`src/rtl/idct_pkg.sv`:
```
// Shared constants and helpers for the IDCT front end and core: word width,
// block size, JPEG zig-zag scan table and 16-bit saturation.
package idct_pkg;

    localparam int ML  = 16;
    localparam int BLK = 64;

    // zz[k] = natural (row-major) index of zig-zag scan position k
    localparam logic [5:0] zz [0:BLK-1] = '{
         0,  1,  8, 16,  9,  2,  3, 10,
        17, 24, 32, 25, 18, 11,  4,  5,
        12, 19, 26, 33, 40, 48, 41, 34,
        27, 20, 13,  6,  7, 14, 21, 28,
        35, 42, 49, 56, 57, 50, 43, 36,
        29, 22, 15, 23, 30, 37, 44, 51,
        58, 59, 52, 45, 38, 31, 39, 46,
        53, 60, 61, 54, 47, 55, 62, 63
    };

    typedef enum logic [1:0] {
        BANK_EMPTY,
        BANK_FILLING,
        BANK_FULL
    } bank_state_t;

    function automatic logic signed [ML-1:0] sat16(input logic signed [24:0] v);
        if (v > 25'sd32767)
            return 16'sh7fff;
        else if (v < -25'sd32768)
            return 16'sh8000;
        else
            return v[ML-1:0];
    endfunction

endpackage

```
`src/rtl/coef_bank.sv`:
```
// One 8x8 coefficient bank: 64 words plus a written-mask so that positions
// never written in the current block read back as zero.
module coef_bank
    import idct_pkg::*;
#(
    parameter int ML = idct_pkg::ML
) (
    input  logic                 clk,
    input  logic                 rst_n,
    input  logic                 i_clr,
    input  logic                 i_we,
    input  logic [5:0]           i_idx,
    input  logic signed [ML-1:0] i_data,
    output logic [ML*BLK-1:0]    o_data
);

    logic signed [ML-1:0] r_mem [BLK];
    logic [BLK-1:0]       r_mask;
    logic [BLK-1:0]       w_set;

    assign w_set = i_we ? (BLK'(1) << i_idx) : '0;

    // Clear and first write can coincide: the new block keeps only that bit.
    always_ff @(posedge clk or negedge rst_n) begin
        if (!rst_n)
            r_mask <= '0;
        else if (i_clr || i_we)
            r_mask <= (i_clr ? '0 : r_mask) | w_set;
    end

    always_ff @(posedge clk) begin
        if (i_we)
            r_mem[i_idx] <= i_data;
    end

    always_comb begin
        o_data = '0;
        for (int n = 0; n < BLK; n++)
            o_data[n*ML +: ML] = r_mask[n] ? r_mem[n] : '0;
    end

endmodule

```
`src/rtl/idct_block_loader.sv`:
```
// Zig-zag coefficient loader: dequantizes each beat, scatters it into natural
// order in a ping-pong bank pair, and presents finished blocks to the IDCT.
module idct_block_loader
    import idct_pkg::*;
#(
    parameter int ML = idct_pkg::ML,
    parameter int QW = 8
) (
    input  logic                 clk,
    input  logic                 rst_n,
    input  logic signed [ML-1:0] in_data,
    input  logic                 in_eob,
    input  logic                 in_valid,
    output logic                 in_ready,
    input  logic                 q_we,
    input  logic [5:0]           q_addr,
    input  logic [QW-1:0]        q_data,
    output logic [ML*BLK-1:0]    out_data,
    output logic                 out_valid,
    input  logic                 out_ready
);

    localparam int PW = ML + QW + 1;

    bank_state_t          r_state [2];
    bank_state_t          w_state_nxt [2];
    logic                 r_wptr;
    logic                 r_rptr;
    logic [5:0]           r_k;
    logic [QW-1:0]        r_q [BLK];

    logic                 w_acc;
    logic                 w_done;
    logic                 w_pop;
    logic signed [PW-1:0] w_prod;
    logic signed [ML-1:0] w_coef;
    logic [5:0]           w_nat;
    logic [ML*BLK-1:0]    w_bank_data [2];

    assign in_ready  = (r_state[r_wptr] != BANK_FULL);
    assign out_valid = (r_state[r_rptr] == BANK_FULL);
    assign w_acc     = in_valid && in_ready;
    assign w_done    = w_acc && (in_eob || (r_k == 6'd63));
    assign w_pop     = out_valid && out_ready;

    // Quantizer entry is unsigned: zero-extend before the signed multiply.
    assign w_prod = PW'(in_data) * PW'($signed({1'b0, r_q[r_k]}));
    assign w_coef = sat16(w_prod);
    assign w_nat  = zz[r_k];

    always_comb begin
        for (int b = 0; b < 2; b++) begin
            w_state_nxt[b] = r_state[b];
            if (w_pop && (r_rptr == 1'(b)))
                w_state_nxt[b] = BANK_EMPTY;
            if (w_acc && (r_wptr == 1'(b)))
                w_state_nxt[b] = w_done ? BANK_FULL : BANK_FILLING;
        end
    end

    always_ff @(posedge clk or negedge rst_n) begin
        if (!rst_n) begin
            r_state[0] <= BANK_EMPTY;
            r_state[1] <= BANK_EMPTY;
            r_wptr     <= 1'b0;
            r_rptr     <= 1'b0;
            r_k        <= '0;
        end else begin
            r_state <= w_state_nxt;
            if (w_acc)
                r_k <= w_done ? 6'd0 : r_k + 6'd1;
            if (w_done)
                r_wptr <= ~r_wptr;
            if (w_pop)
                r_rptr <= ~r_rptr;
        end
    end

    // Table resets to identity; a write lands after this cycle's product.
    always_ff @(posedge clk or negedge rst_n) begin
        if (!rst_n) begin
            for (int i = 0; i < BLK; i++)
                r_q[i] <= QW'(1);
        end else if (q_we) begin
            r_q[q_addr] <= q_data;
        end
    end

    for (genvar b = 0; b < 2; b++) begin : g_bank
        logic w_sel;
        assign w_sel = w_acc && (r_wptr == 1'(b));

        coef_bank #(.ML(ML)) u_bank (
            .clk    (clk),
            .rst_n  (rst_n),
            .i_clr  (w_sel && (r_state[b] == BANK_EMPTY)),
            .i_we   (w_sel),
            .i_idx  (w_nat),
            .i_data (w_coef),
            .o_data (w_bank_data[b])
        );
    end

    assign out_data = r_rptr ? w_bank_data[1] : w_bank_data[0];

endmodule

```
`config.mk`:
```
export PLATFORM = sky130hd
export DESIGN_NAME = idct_block_loader
export DESIGN_NICKNAME = d
export VERILOG_FILES = /design/src/rtl/idct_pkg.sv /design/src/rtl/coef_bank.sv /design/src/rtl/idct_block_loader.sv
export SDC_FILE = /design/constraint.sdc
export NUM_CORES = 2
export LEC_CHECK = 0
export ABC_CLOCK_PERIOD_IN_PS = 17800
export CORE_ASPECT_RATIO = 2
export CORE_MARGIN = 2
export CORE_UTILIZATION = 25
export CTS_CLUSTER_DIAMETER = 150
export CTS_CLUSTER_SIZE = 20
export DETAILED_ROUTE_END_ITERATION = 8
export SYNTH_ARGS = -nofsm -noshare
export SYNTH_HDL_FRONTEND = slang
export SYNTH_HIERARCHICAL = 1
export SYNTH_SLANG_ARGS = --single-unit
```
`constraint.sdc`:
```
create_clock -name clk -period 17.8 [get_ports clk]
set_input_delay 3.56 -clock clk [delete_from_list [all_inputs] [get_ports clk]]
set_output_delay 3.56 -clock clk [all_outputs]
set_load 0.05 [all_outputs]
```
==> run metrics <==
largest area contributor in the netlist edfxtp_1; TritonRoute pass-1 iters 5; Sequential Area 77900 sq um; largest net degree at the start of global routing 165; Worst-path clk slew around 0.11 ns; Max Cap Viol 0; Synth Net Count between 8000 and 9000; slowest CP cell a31oi_2; crit path DAT 11.90 ns; WP data required roughly 18 ns; CP delay by family, top adder cells; nets approximately 9400; DR top layer met5; Final Cycle Share between 60% and 70%; GR Util All Layers 16.4%; grt ovf 0; Max stage delay on crit path 0.98 ns; met3 wire length 19.8 mm; 1st-iter DRT viols 4506; top cells by count, synth 2122 x and2_1, 2048 x edfxtp_1, 1538 x mux2_2; worst hold slack between 0.5 and 0.6 ns; die area a little under 500000 sq um; vias in the first global route roughly 72000; antenna violations before repair 54; Worst Skew roughly 0.11 ns; core area 488000 sq um; starting density of the core ~25%; CTS Buf Count about 160; # fillers around 49000; Num Clock Sinks 2700; CTS tree yes; Tmin final about 11 ns; most numerous cell in the Yosys netlist and2_1; WP buf/inv 7; Slew Limit Fails 0; ys async rst share around a quarter; Cell variety after synth 67; row cnt 363; clk buf depth 4; Yosys warnings 6; Setup crit start kind register; total setup buffers inserted after CTS 0; Ports 1062; Routed Antenna Nets 0; first-pass GRT wire length around 580 mm; post-synth top area share between 50% and 60%; die width between 400 and 500 um; clk_lat worst skew 0.96 ns; final wirelength around 420 mm; Final Hold Fails 0; kind of end point of the critical path register; routed vias roughly 71000; Least-Margin Pin Slew ~1.2 ns; relative slew slack 17.0%; Yosys reg bits 2700; Hold WC Path Type register to register; synth-to-layout area growth 19.6%; post-synthesis area per instance approximately 15 sq um; worst setup path class register to register; wire length on met2 220 mm; # DRC 0; CP Max Fanout 57; endpoints failing setup 0; post-synthesis cell count around 8200; Post-Route M1 WL between 150 and 200 mm; per-cell routed wire length about 27 um; # resized after CTS 0; number of vias per cell ~4.5; fmax around 0.09 GHz; Mapped Area approximately 120000 sq um; RSZ-0062 raised after global routing no; status finished, final reports clean; number of synthesized flops with an enable pin 2048; top area cells in the synthesized netlist edfxtp_1 50%, mux2_2 14%, dfrtp_1 12%; hold_buf cts 0; share of layout cells above drive strength 1 about 25%; Final Wtd Congestion between 0.8 and 0.9; sequential fraction of the synthesis area around 64%; Fin Setup TNS 0 ns; Die Y 993 um; Synth Flop Type edfxtp_1; H-tree Lvls 4; detailed placer's ending HPWL slightly below 300 mm; Clock Root Buffer clkbuf_16; multi-input logic area 41800 sq um; Port Buffers around 1100
-- logic make-up after synthesis --
kind of cell | count (synthesis) | synth area share (%)
adders and majority gates | 166 | 2.33
DFF | 2700 | 63.7
muxes | 1713 | 17.3
xor gates and xnor gates | 20 | 0.143
and+or+nand+nor | 2563 | 12.6
buffers and inverters | 744 | 2.39
AOI/OAI and AO/OA | 271 | 1.49
-- worst paths after layout --
check	startpoint	end	slack, ns	cells past startpoint
max in group asynchronous	rst_n	g_bank[1].u_bank/r_mask[48]	12.69	3
worst min register to register	r_q[292]	r_q[292]	0.50	1
min in group asynchronous	rst_n	r_q[174]	2.78	1
worst max register to register	r_k[0]	g_bank[1].u_bank/r_mem[32][9]	6.45	25
worst max-delay path	r_k[0]	g_bank[1].u_bank/r_mem[32][9]	6.45	25
worst min-delay path	r_q[292]	r_q[292]	0.50	1
-- cell usage in the layout (no fill, tap or decap), types with 9 or more instances in the layout --
| master | synthesis | layout |
|---|---|---|
| a21o_1 | 14 | 14 |
| a21oi_1 | 43 | 30 |
| a21oi_4 | 0 | 12 |
| and2_1 | 2122 | 2122 |
| buf_12 | 0 | 9 |
| buf_4 | 1 | 230 |
| clkbuf_1 | 373 | 113 |
| clkbuf_16 | 0 | 163 |
| clkdlybuf4s50_1 | 0 | 1052 |
| dfrtp_1 | 588 | 583 |
| dfstp_2 | 64 | 64 |
| diode_2 | 0 | 66 |
| edfxtp_1 | 2048 | 2048 |
| fa_1 | 102 | 102 |
| ha_1 | 64 | 64 |
| inv_1 | 292 | 291 |
| mux2_2 | 1538 | 1538 |
| mux4_2 | 169 | 169 |
| nand2_1 | 130 | 130 |
| nand2b_1 | 9 | 9 |
| nand3_1 | 18 | 16 |
| nor2_1 | 177 | 149 |
| nor2_2 | 16 | 44 |
| nor3_1 | 16 | 12 |
| o21ai_0 | 33 | 31 |
| o22ai_1 | 112 | 112 |
| o22ai_2 | 16 | 16 |
| xnor2_1 | 12 | 12 |
-- worst reg2reg max path, cell delays in order (launching register included) --
cell and delay [ns]:
dfrtp_4 0.80, buf_4 0.73, buf_4 0.71, mux4_2 0.41
mux4_2 0.23, nand2_1 0.15, a31oi_2 0.98, nand2_1 0.33
fa_1 0.69, fa_1 0.53, inv_1 0.05, fa_1 0.53
inv_1 0.05, fa_1 0.48, inv_1 0.04, ha_1 0.41
nand2_1 0.13, nor2_1 0.27, nand4_1 0.29, nand2_1 0.17
nand3_1 0.11, a2111oi_2 0.73, a21oi_2 0.10, buf_4 0.26
a21oi_4 0.83, buf_4 0.76
-- flip-flops by register name, summed over array words and instances, names as in the netlist --
register,flops
g_bank.u_bank/r_mem,2048
r_q,512
g_bank.u_bank/r_mask,128
r_k,6
r_state,4
r_rptr,1
r_wptr,1
-- cell type report --
| cell class | instances | area share [%] |
|---|---|---|
| sequential | 2700 | 53.3 |
| clock buffer | 278 | 3.10 |
| antenna | 66 | 0.113 |
| clock inverter | 13 | 0.0925 |
| timing repair buffer | 1300 | 8.55 |
| multi-input combinational | 4733 | 28.6 |
| tap | 6387 | 5.47 |
| inverter | 294 | 0.760 |
-- metrics by stage --
step,setup slack (ns),instance area (sq um),instances,utilization (%)
2_1_floorplan,3.61,122000,8177,-
3_3_place_gp,6.12,141000,15400,29.0
3_5_place_dp,5.90,141000,15400,29.0
4_1_cts,5.83,146000,15700,29.9
5_1_grt,5.78,146000,15700,29.9
6_report,6.45,146000,15800,30.0
-- metal layers --
layer / up-vias / GRT usage, %
met4: 18 / 7.63
met2: 1959 / 30.1
met5: - / 0
met3: 522 / 2.54
li1: 31000 / -
met1: 37400 / 18.4
Power is not shown: default switching activity piles up to over one toggle a cycle in this logic, so the estimate is an artifact.
